===== config.mk =====
export PLATFORM = sky130hd
export DESIGN_NAME = mc_path_feeder
export DESIGN_NICKNAME = d
export VERILOG_FILES = /design/src/rtl/mc_path_feeder.sv
export SDC_FILE = /design/constraint.sdc
export NUM_CORES = 2
export LEC_CHECK = 0
export CAP_MARGIN = 5
export CORE_MARGIN = 2
export CORE_UTILIZATION = 59
export CTS_BUF_LIST = sky130_fd_sc_hd__clkbuf_4 sky130_fd_sc_hd__clkbuf_8
export DETAILED_ROUTE_END_ITERATION = 7
export GPL_TIMING_DRIVEN = 1
export HOLD_SLACK_MARGIN = 0.15
export PLACE_DENSITY_LB_ADDON = 0.3
export SETUP_SLACK_MARGIN = 0.05
export SKIP_LAST_GASP = 1
export SLEW_MARGIN = 20
export SYNTH_ARGS = -nofsm -noshare
export SYNTH_HDL_FRONTEND = slang
export SYNTH_SLANG_ARGS = --single-unit

===== constraint.sdc =====
create_clock -name clk -period 2.4 [get_ports clk]
set_input_delay 0.48 -clock clk [delete_from_list [all_inputs] [get_ports clk]]
set_output_delay 0.48 -clock clk [all_outputs]
set_load 0.01 [all_outputs]

===== src/rtl/mc_path_feeder.sv =====
// mc_path_feeder: captures one exercise date's worth of N simulated prices from
// the path generator, then streams them to the Monte-Carlo pricing core once per
// cycle. The set replays from index 0 on a resend rising edge. DAY dates are
// processed per run, with a refill between dates.
//
// Optional feature macro: FEEDER_ERR_CHECK_EN enables the sticky protocol error
// flag. When the macro is undefined, err is tied low and no check logic exists.
//
// Ports:
//   clk, rst_n          clock; asynchronous active-low reset
//   go, strike          run start pulse; strike is latched on an accepted go
//   in_valid, in_data   generator samples, accepted only while in FILL
//   in_ready            high while in FILL
//   core_start          one-cycle pulse per date, in the START cycle
//   path_out, k_out     streamed sample and latched strike
//   resend, core_valid  core replay request (level) and date-done pulse
//   day_idx, done, err  current date, run complete, sticky protocol error
module mc_path_feeder #(
  parameter int unsigned N   = 256,
  parameter int unsigned W   = 12,
  parameter int unsigned DAY = 8
) (
  input  logic                    clk,
  input  logic                    rst_n,
  input  logic                    go,
  input  logic [W-1:0]            strike,
  input  logic                    in_valid,
  input  logic [W-1:0]            in_data,
  output logic                    in_ready,
  output logic                    core_start,
  output logic [W-1:0]            path_out,
  output logic [W-1:0]            k_out,
  input  logic                    resend,
  input  logic                    core_valid,
  output logic [$clog2(DAY)-1:0]  day_idx,
  output logic                    done,
  output logic                    err
);

  localparam int unsigned AW = $clog2(N);
  localparam int unsigned DW = $clog2(DAY);

  typedef enum logic [2:0] {
    S_IDLE,
    S_FILL,
    S_START,
    S_STREAM,
    S_DONE
  } state_t;

  state_t         state_q, state_d;
  logic [AW-1:0]  wr_idx_q, wr_idx_d;
  logic [AW-1:0]  rd_idx_q, rd_idx_d;
  logic [W-1:0]   path_d, k_d;
  logic [DW-1:0]  day_d;
  logic           in_ready_d, core_start_d, done_d;
  logic           resend_q;
  logic           res_edge;
  logic           mem_we;
  logic [W-1:0]   mem [N];

  assign res_edge = resend & ~resend_q;

  // State and registered outputs
  always_ff @(posedge clk or negedge rst_n) begin
    if (!rst_n) begin
      state_q    <= S_IDLE;
      wr_idx_q   <= '0;
      rd_idx_q   <= '0;
      path_out   <= '0;
      k_out      <= '0;
      day_idx    <= '0;
      in_ready   <= 1'b0;
      core_start <= 1'b0;
      done       <= 1'b0;
      resend_q   <= 1'b0;
    end else begin
      state_q    <= state_d;
      wr_idx_q   <= wr_idx_d;
      rd_idx_q   <= rd_idx_d;
      path_out   <= path_d;
      k_out      <= k_d;
      day_idx    <= day_d;
      in_ready   <= in_ready_d;
      core_start <= core_start_d;
      done       <= done_d;
      resend_q   <= resend;
    end
  end

  // Sample buffer; contents are meaningful only after a fill
  always_ff @(posedge clk) begin
    if (mem_we) mem[wr_idx_q] <= in_data;
  end

  // Next-state and next-output logic
  always_comb begin
    state_d  = state_q;
    wr_idx_d = wr_idx_q;
    rd_idx_d = rd_idx_q;
    path_d   = path_out;
    k_d      = k_out;
    day_d    = day_idx;
    mem_we   = 1'b0;

    case (state_q)
      S_IDLE, S_DONE: begin
        if (go) begin
          state_d  = S_FILL;
          day_d    = '0;
          wr_idx_d = '0;
          k_d      = strike;
        end
      end
      S_FILL: begin
        if (in_valid) begin
          mem_we   = 1'b1;
          wr_idx_d = wr_idx_q + AW'(1);
          if (wr_idx_q == AW'(N - 1)) begin
            // mem[0] was written earlier in this fill, so it is safe to present now
            state_d  = S_START;
            path_d   = mem[0];
            rd_idx_d = AW'(1);
          end
        end
      end
      S_START: begin
        state_d  = S_STREAM;
        path_d   = mem[rd_idx_q];
        rd_idx_d = rd_idx_q + AW'(1);
      end
      S_STREAM: begin
        // Date completion wins over a coincident replay request
        if (core_valid) begin
          if (day_idx == DW'(DAY - 1)) begin
            state_d = S_DONE;
          end else begin
            state_d  = S_FILL;
            day_d    = day_idx + DW'(1);
            wr_idx_d = '0;
          end
        end else if (res_edge) begin
          path_d   = mem[0];
          rd_idx_d = AW'(1);
        end else begin
          path_d   = mem[rd_idx_q];
          rd_idx_d = rd_idx_q + AW'(1);
        end
      end
      default: state_d = S_IDLE;
    endcase

    in_ready_d   = (state_d == S_FILL);
    core_start_d = (state_d == S_START);
    done_d       = (state_d == S_DONE);
  end

`ifdef FEEDER_ERR_CHECK_EN
  logic err_d;

  // Sticky flag for inputs arriving in a state that ignores them
  always_comb begin
    err_d = err;
    if (in_valid && (state_q != S_FILL)) err_d = 1'b1;
    if (res_edge && (state_q != S_STREAM)) err_d = 1'b1;
    if (go && ((state_q == S_FILL) || (state_q == S_START) || (state_q == S_STREAM)))
      err_d = 1'b1;
  end

  always_ff @(posedge clk or negedge rst_n) begin
    if (!rst_n) err <= 1'b0;
    else        err <= err_d;
  end
`else
  assign err = 1'b0;
`endif

endmodule


==> results list <==
- The flow ran to the end, but the final reports show violations.
- Failing checks: setup timing
* Worst skew pair latency: 1.15 ns
- Critical path launch point: rd_idx_q[0]
- Most instantiated flip-flop cell in the synthesis netlist: sky130_fd_sc_hd__edfxtp_1
- Max Clock Freq: 0.298 GHz
* Std cell rows: 166
- Path class of the lowest-slack min-delay path: input pin to flip-flop
- Total clock sinks: 3122
- Crit share post-route: 1.40
- Vias per std cell: 6.62
- The first detailed-routing pass took 8 iterations.
- Subtracting the final worst setup slack from the clock period gives 3.36 ns.
- The initial antenna violation count was 11.
* Post-synth EDFFs: 3072
- Count of H-tree levels built during CTS: 5
- Gp weighted congestion: 0.969
- The most critical setup path has its endpoint at path_out[1].
- Data on the critical path arrives at its endpoint at 4.38 ns.
* Setup violation total in the final timing report: 12
* Required time of the worst setup path: 3.42 ns
* M1 GR Usage: 0.449
- Number of max-capacitance violations reported: 0
* Destination of the worst register-to-register timing path: path_out[1]
* Worst-case register-to-register setup slack: -0.96 ns
- Syn Inst Count: 5605
- Compared with the post-synthesis result, the final layout area differs by 21.5%.
- Distinct cells, synth: 77
* HPWL after detailed placement: 223 mm
* Post-route antenna net violation count: 0
- The worst setup path is of the flip-flop to flip-flop kind.
- Ranked by total cell area, the synthesized netlist is headed by sky130_fd_sc_hd__edfxtp_1 (76%), sky130_fd_sc_hd__mux4_2 (14%), sky130_fd_sc_hd__mux2i_1 (2.1%), sky130_fd_sc_hd__dfrtp_1 (1.0%), sky130_fd_sc_hd__nor2_1 (1.0%).
- Post-synthesis instance area: 0.121 sq mm
- Worst reg-to-reg path cell count: 10
- Buffers placed on the I/O ports in this run total 59.
- After the last flow step, the layout net total stands at 7102.
* Setup ws final: -0.960 ns
- The worst setup path is launched from a flip-flop.
- Max FO, Critical Path: 6
- In this run the horizontal extent of the chip is 457 microns.
- By instance count, the leading cell after synthesis is sky130_fd_sc_hd__edfxtp_1.
- Across the VDD grid, the largest voltage drop is 0.675 mV.
- After global routing the overflow that remains totals 0.
* Clock tree from TritonCTS: done
* Measured slew at the worst slew-check pin: 0.855 ns
- The final number of max-transition violations was 0.
- Of the synthesized area, sequential elements account for 0.772.
* Area share of the largest cell type after synthesis: 0.762
* Share of layout cells above drive strength 1: 0.396
* Max Clock Skew: 0.125 ns
- The number of hold violations in the final report is 0.
- The number of clock buffers added by TritonCTS is 482.
- The clock passes through at most 4 buffers.
- Std-Cell Core Area: 0.204 sq mm
- Registers take 0.0935 sq mm.
- Cell taking the most area after synthesis: sky130_fd_sc_hd__edfxtp_1
- Area of the multi-input gates: 0.0266 sq mm
- Routed length per placed instance: 34.1 microns
- The first global-routing pass estimated 485 mm of wire.
* Fill cell count: 11400
- Leakage: 49.9 nW
- Synthesis inferred 3122 register bits.
* Final cell count without fillers: 10100
- In the routed design, unresolved DRC markers number 0.
- Maximum number of pins on one net before global-route repair: 136
- Critical path endpoint category: flip-flop
- Placed insts: 9154
- Number of DRC violations after detailed-routing iteration 0: 10100
* Minimum hold slack: 0.282 ns
- Reg-to-reg startpoint: rd_idx_q[0]
- Clock-pin slew was measured on the worst setup and hold paths at 0.07 ns.
* Synth Net Count: 5642
* I/O pin total: 61
- Of all flip-flops after synthesis, the portion carrying an async set or reset was 0.0160.
- Headroom to the max-slew limit came out at 0.430.
* Die height: 457 microns
- Commonest cells in the netlist: sky130_fd_sc_hd__edfxtp_1 (3072), sky130_fd_sc_hd__mux4_2 (743), sky130_fd_sc_hd__nor2_1 (329), sky130_fd_sc_hd__mux2i_1 (250), sky130_fd_sc_hd__nand2_1 (220)
- For this design the ratio of total power to cell area is 719 mW/mm^2.
- Setup repair after global routing could not meet its margin everywhere.
* Number of vias in the routed layout: 67000
- In the global route stage, overall resource usage came out at 0.330.
* Global-route track usage on met3: 0.0845
- Final WL: 345 mm
- The via count of the first global-routing pass came to 67000.
* Synthesized area divided by synthesized cell count: 21.6 sq um
* Global Route met2 Usage: 0.502
- The layer flagged by global routing as most heavily used is met2.
- CTS placed an instance of sky130_fd_sc_hd__clkbuf_8 at the clock tree root.
* Floorplan die area: 0.209 sq mm
* Yosys warning total: 0
- Starting Density: 0.593
power by group:
part,switching (mW),total [mW],internal (mW)
Combinational,2.04,2.76,0.720
Sequential,0.150,60.3,60.2
Clock,20.1,42.6,22.5
Total,22.3,106,83.5
through the flow:
step / total power [mW] / setup TNS (ns) / worst slack, ns / cell area [sq um] / util
after detailed placement: 64.1 / -1271.02 / -1.40 / 135000 / 0.663
after CTS: 106 / -9.39 / -0.813 / 146000 / 0.715
after global placement: 64.0 / -1169.23 / -1.44 / 135000 / 0.663
after global routing: 108 / -10.01 / -0.935 / 147000 / 0.720
after floorplan: 61.9 / -121.35 / -0.0937 / 121000 / -
final: 106 / -10.00 / -0.960 / 147000 / 0.720
layer usage:
layer	part of all wire	wire length [microns]	vias up
met2	0.47	161000	5094
met4	0.058	20100	10
met3	0.13	46100	962
met5	0.00019	64	-
met1	0.34	118000	34500
li1	-	-	26500
how the worst min path moves through the flow:
stage / from / endpoint / slack [ns] / depth (start not counted)
2_1_floorplan: rst_n / core_start / 0.18 / 0
5_1_grt: in_valid / core_start / 0.24 / 5
4_1_cts: in_valid / core_start / 0.21 / 5
3_3_place_gp: k_out[1] / k_out[1] / 0.46 / 2
6_report: in_valid / core_start / 0.28 / 5
3_5_place_dp: k_out[10] / k_out[10] / 0.47 / 2
final cells by class:
cell class / count / area share
timing repair buffer: 1305 / 0.0981
antenna: 11 / 0.000187
multi-input combinational: 2141 / 0.181
clock buffer: 635 / 0.0531
clock inverter: 209 / 0.00865
tap: 2688 / 0.0229
inverter: 13 / 0.000434
sequential: 3122 / 0.636
state kept, by name, indices dropped and copies added, names as in the netlist:
signal      cells
core_start      1
day_idx         3
done            1
in_ready        1
k_out          12
mem          3072
path_out       12
rd_idx_q        8
resend_q        1
state_q         3
wr_idx_q        8
cells by family (layout without fill, tap and decap cells):
kind of cell	count (synthesis)	count (layout)	share of synthesized area
mux	1011	1011	0.161
fa+ha+maj	7	7	0.000723
flops	3122	3122	0.772
xor+xnor	6	6	0.000434
simple gates	663	663	0.0226
compound gates	453	453	0.0259
buf+inv	342	2162	0.0167
other cells	1	12	0.0000310
what timing repair did:
action | 4_1_cts | 5_1_grt
pin swaps | 23 | 39
gates cloned | 11 | 7
setup buffers | 31 | 42
hold buffers | 28 | 0
gates resized for setup | 268 | 129
endpoints found under the setup margin | 331 | 2742
endpoints found under the hold margin | 1934 | 0
worst max-delay path: stages, from the launching register on:
cell                        delay (ns)
sky130_fd_sc_hd__dfrtp_4          0.53
sky130_fd_sc_hd__buf_12           0.15
sky130_fd_sc_hd__buf_12           0.14
sky130_fd_sc_hd__buf_12           0.15
sky130_fd_sc_hd__buf_8            0.12
sky130_fd_sc_hd__mux4_2           0.41
sky130_fd_sc_hd__mux4_2           0.58
sky130_fd_sc_hd__a2111oi_4        0.52
sky130_fd_sc_hd__buf_4            0.19
sky130_fd_sc_hd__o31a_1           0.27
sky130_fd_sc_hd__o32ai_2          0.13
placed cells by master (no fill, tap or decap), types with 19 or more instances in the layout:
cell type and n:
sky130_fd_sc_hd__dfrtp_2 19, sky130_fd_sc_hd__buf_6 51, sky130_fd_sc_hd__o22ai_1 36, sky130_fd_sc_hd__a22oi_1 47, sky130_fd_sc_hd__edfxtp_1 3072, sky130_fd_sc_hd__nor2_1 253, sky130_fd_sc_hd__nand3_1 28, sky130_fd_sc_hd__nand2_1 206
sky130_fd_sc_hd__clkinv_1 136, sky130_fd_sc_hd__o21ai_0 54, sky130_fd_sc_hd__nor2_2 66, sky130_fd_sc_hd__clkinv_2 47, sky130_fd_sc_hd__a221oi_1 20, sky130_fd_sc_hd__clkbuf_8 499, sky130_fd_sc_hd__dfrtp_1 26, sky130_fd_sc_hd__buf_12 300
sky130_fd_sc_hd__dlygate4sd3_1 27, sky130_fd_sc_hd__o221ai_1 29, sky130_fd_sc_hd__mux2i_1 240, sky130_fd_sc_hd__a21oi_1 74, sky130_fd_sc_hd__buf_4 848, sky130_fd_sc_hd__mux4_2 743, sky130_fd_sc_hd__clkbuf_4 148
(Power assumes the default switching activity.)
